$ cat config.mk
export PLATFORM = sky130hd
export DESIGN_NAME = nibble_serial_adder_ctrl
export DESIGN_NICKNAME = d
export VERILOG_FILES = /design/src/rtl/nibble_serial_adder_ctrl.sv
export SDC_FILE = /design/constraint.sdc
export NUM_CORES = 1
export LEC_CHECK = 0
export ABC_AREA = 1
export CAP_MARGIN = 20
export CELL_PAD_IN_SITES_DETAIL_PLACEMENT = 0
export CELL_PAD_IN_SITES_GLOBAL_PLACEMENT = 1
export CORE_MARGIN = 3
export CORE_UTILIZATION = 38
export CTS_CLUSTER_DIAMETER = 60
export DETAILED_ROUTE_END_ITERATION = 8
export PLACE_DENSITY = 0.95
export RECOVER_POWER = 50
export SLEW_MARGIN = 15
export SYNTH_ARGS = -nofsm -noshare
export SYNTH_HDL_FRONTEND = slang
export SYNTH_SLANG_ARGS = --single-unit
$ cat constraint.sdc
create_clock -name clk -period 2.6 [get_ports clk]
set_input_delay 0.52 -clock clk [delete_from_list [all_inputs] [get_ports clk]]
set_output_delay 0.52 -clock clk [all_outputs]
set_load 0.05 [all_outputs]
$ cat src/rtl/nibble_serial_adder_ctrl.sv
// nibble_serial_adder_ctrl: adds two W-bit operands one nibble per cycle
// through an external combinational 4-bit adder (W = 4*NIBBLES).
//
// Ports:
//   clk, rst            clock, synchronous active-high reset
//   start               begin an addition (honoured only in IDLE)
//   op_a, op_b, cin     operands and carry-in, latched when start is taken
//   add_a, add_b        nibble presented to the external adder
//   add_cin             carry presented to the external adder
//   add_sum, add_cout   adder response (combinational)
//   busy                high while nibbles are being processed
//   done                one-cycle pulse once result/cout/ovf are valid
//   result, cout, ovf   last completed sum, carry-out, signed overflow
//
// Optional feature: define OVERFLOW_FLAG_EN to compute ovf; otherwise
// ovf is tied to 0.
//
// Timing: start taken at edge 0, nibbles i=0..NIBBLES-1 processed at
// edges 1..NIBBLES; the last of these loads result/cout/ovf and enters
// DONE; edge NIBBLES+1 leaves DONE and raises done for one cycle, which
// is already an IDLE cycle, so a new start can be taken immediately.

module nibble_serial_adder_ctrl #(
   parameter int NIBBLES = 4
) (
   input  logic                 clk,
   input  logic                 rst,
   input  logic                 start,
   input  logic [4*NIBBLES-1:0] op_a,
   input  logic [4*NIBBLES-1:0] op_b,
   input  logic                 cin,
   output logic [3:0]           add_a,
   output logic [3:0]           add_b,
   output logic                 add_cin,
   input  logic [3:0]           add_sum,
   input  logic                 add_cout,
   output logic                 busy,
   output logic                 done,
   output logic [4*NIBBLES-1:0] result,
   output logic                 cout,
   output logic                 ovf
);

   localparam int W  = 4 * NIBBLES;
   localparam int IW = (NIBBLES > 1) ? $clog2(NIBBLES) : 1;

   typedef enum logic [1:0] {
      IDLE,
      RUN,
      DONE
   } state_t;

   state_t         state;
   state_t         state_nxt;

   logic [W-1:0]   a_q;
   logic [W-1:0]   b_q;
   logic [W-1:0]   acc_q;
   logic [W-1:0]   acc_upd;
   logic [W-1:0]   result_q;
   logic [IW-1:0]  idx_q;
   logic           carry_q;
   logic           cout_q;
   logic           done_q;
   logic           last;
   logic           ovf_calc;

   assign last = (idx_q == IW'(NIBBLES - 1));

   // Accumulator is cleared on start, so OR-ing the new nibble in place
   // is enough to build the sum.
   assign acc_upd = acc_q | (W'(add_sum) << {idx_q, 2'b00});

   // Signed overflow: operand sign bits agree, sum sign bit differs.
   assign ovf_calc = (add_a[3] == add_b[3]) && (add_sum[3] != add_a[3]);

   always_comb begin
      state_nxt = state;
      busy      = 1'b0;
      add_a     = 4'h0;
      add_b     = 4'h0;
      add_cin   = 1'b0;
      unique case (state)
         IDLE: begin
            if (start)
               state_nxt = RUN;
         end
         RUN: begin
            busy    = 1'b1;
            add_a   = 4'(a_q >> {idx_q, 2'b00});
            add_b   = 4'(b_q >> {idx_q, 2'b00});
            add_cin = carry_q;
            if (last)
               state_nxt = DONE;
         end
         DONE: begin
            state_nxt = IDLE;
         end
         default: begin
            state_nxt = IDLE;
         end
      endcase
   end

   always_ff @(posedge clk) begin
      if (rst) begin
         state    <= IDLE;
         a_q      <= '0;
         b_q      <= '0;
         acc_q    <= '0;
         result_q <= '0;
         idx_q    <= '0;
         carry_q  <= 1'b0;
         cout_q   <= 1'b0;
         done_q   <= 1'b0;
      end else begin
         state  <= state_nxt;
         done_q <= 1'b0;
         unique case (state)
            IDLE: begin
               if (start) begin
                  a_q     <= op_a;
                  b_q     <= op_b;
                  carry_q <= cin;
                  idx_q   <= '0;
                  acc_q   <= '0;
               end
            end
            RUN: begin
               acc_q   <= acc_upd;
               carry_q <= add_cout;
               idx_q   <= idx_q + 1'b1;
               if (last) begin
                  result_q <= acc_upd;
                  cout_q   <= add_cout;
               end
            end
            DONE: begin
               done_q <= 1'b1;
            end
            default: begin
            end
         endcase
      end
   end

`ifdef OVERFLOW_FLAG_EN
   logic ovf_q;

   always_ff @(posedge clk) begin
      if (rst)
         ovf_q <= 1'b0;
      else if (state == RUN && last)
         ovf_q <= ovf_calc;
   end

   assign ovf = ovf_q;
`else
   logic unused_ovf;
   assign unused_ovf = ovf_calc;
   assign ovf        = 1'b0;
`endif

   assign done   = done_q;
   assign result = result_q;
   assign cout   = cout_q;

endmodule

==> run metrics <==
Max clock buf depth=2; CP required=2.08 ns; Avg Vias per Cell=4.77; syn nets=449; Layout Area Growth over Synthesis=30.9%; initial core utilization=40.2%; MaxCap Viol Count=0; Crit path arrival time=1.90 ns; worst hold path depth=2; clock root buffer=clkbuf_8; RSZ-0062 raised after global routing=no; reg2reg path depth=5; CTS clock-pin slew for the worst setup and hold paths=0.08 ns; Final Critical Period=2.42 ns; port bufs=68; worst hold slack=0.478 ns; share of post-route cells with drive strength above 1=7.61%; commonest non-fill, non-tap cell in the layout=nor2_1; clk_lat worst skew=0.36 ns; die area=8930 um^2; Setup Skew=0.0116 ns; Via Count=2730; IR drop worst, VDD=0.000331 V; Remaining Overflow, GRT=0; Nets=510; Die Ht=94.5 um; HPWL Detailed=4960 um; top cell type's share of synthesized area=47.7%; Seq/Total Area, Yosys=47.7%; outcome=finished, final reports clean; dominant cell type by area after synthesis=dfxtp_1; WL/cell=13.2 um; cell area after synthesis=2980 um^2; reg2reg setup slack=0.84 ns; final hold viol count=0; gr usage total=17.7%; ANT cells=0; I/O pins=70; P_leak=1.63 nW; TritonCTS buffer count=9; worst setup margin=0.181 ns; Final Max Tran Viols=0; DRC=0; worst slack, placed=0.546 ns; commonest non-fill, non-tap cells in the layout=nor2_1, dfxtp_1, nand2_1, clkdlybuf4s50_1, o21ai_0; Post-CTS Setup Inserts=0; DRT iter0 DRCs=125; DR pass1 iterations=4; die width=94.5 um; Syn Inst Count=407; synth unique cells=23; startpoint class of the critical path=flip-flop; synth top area cells=dfxtp_1, nor2_1, o21ai_0; design area=3900 um^2; slew margin rel.=35.3%; Rows=31; CP max FO=10; first-pass GRT wire length=12400 um; Worst Setup End Kind=output pin; Clock H-tree levels=3; CTS tree=done; number of global-route vias before repair=2686; Detailed Route WL=7540 um; Ys Warns=0; Setup CP Type=flip-flop to output pin; #FFs+latches synth=71; Placeable Area=7410 um^2; Final Cycle Share=93.1%; post-route ant nets=0; CTS sink cnt=71; Avg Cell Area, Syn=7.32 um^2; post-CTS sizing=0; f_max=413 MHz; Setup TNS Final=0 ns; initial antenna violation count=0; Post-CTS Hold Fix Bufs=0; Final GP Congestion=0.835; largest net degree at the start of global routing=37; final setup fails=0; dpl cell area=3670 um^2; Worst Hold Class=flip-flop to flip-flop; Tightest Pin Transition=0.969 ns; power per standard cell area=675 nW/um^2
## cells by family after synthesis
family                     after synthesis  share of synthesized area (%)
and+or+nand+nor                        207                           28.8
buffers and inverters                   35                           6.13
adders and majority gates                1                          0.420
DFF                                     71                           47.7
other                                    1                          0.126
AOI/OAI and AO/OA                       92                           16.8
## cells in the mapped netlist
cell,count
buf_6,3
inv_2,1
nor2_8,1
nor2_1,134
clkbuf_1,7
nor3b_1,6
a21oi_1,18
inv_4,1
o21ai_0,52
nand3_1,2
buf_4,3
buf_2,12
nand2_4,2
ha_1,1
nor3b_2,2
nand2_1,57
dfxtp_1,71
inv_1,8
o21ai_1,6
o21bai_1,16
nor2_2,2
conb_1,1
nor3_1,1
## critical path, stage by stage, from the launching register on
cell,delay [ns]
dfxtp_1,0.46
nand2_4,0.17
nor2_1,0.12
clkdlybuf4s50_1,0.81
## routing by layer
metal  GRT usage (%)  vias to the layer above  part of all wire [%]  wire length, um
met5               0                        -                     0                0
li1                -                     1424                     -                -
met4            6.61                        0                   1.2               90
met2            28.3                       67                    46             3440
met3            4.62                        7                   6.6              499
met1            22.9                     1232                    47             3510
## registers in the layout (all words and copies together) (netlist names)
| name | cells |
|---|---|
| carry_q | 1 |
| cout | 1 |
| state | 2 |
| result | 16 |
| a_q | 16 |
| done | 1 |
| idx_q | 2 |
| b_q | 16 |
| acc_q | 16 |
## area by class of cell
type / instances / area (um^2)
Clock buffer: 9 / 124
Multi-Input combinational cell: 301 / 1360
Clock inverter: 7 / 128
Tap cell: 99 / 124
Fill cell: 696 / 3510
Timing Repair Buffer: 75 / 704
Inverter: 10 / 40.0
Sequential cell: 71 / 1420
## through the flow
step	total power (W)	std cells	utilization, %
floorplan	0.00141	407	-
global placement	0.00153	556	49.5
detailed placement	0.00154	556	49.5
CTS	0.00265	572	52.9
global route	0.00274	572	52.6
finish	0.00263	572	52.6
## power breakdown
group | internal, W | switching (W)
Clock | 0.000652 | 0.000470
Sequential | 0.00114 | 0.0000260
Combinational | 0.000136 | 0.000208
Total | 0.00193 | 0.000704
## path summary, 6_finish.rpt
check                                           start                   end
worst min-delay path                cout$_SDFFE_PP0P_     cout$_SDFFE_PP0P_
worst max register to register  state[0]$_SDFFE_PP0P_  b_q[13]$_SDFFE_PP0P_
worst min register to register      cout$_SDFFE_PP0P_     cout$_SDFFE_PP0P_
worst max-delay path            state[0]$_SDFFE_PP0P_               add_cin
(Power assumes the default switching activity.)
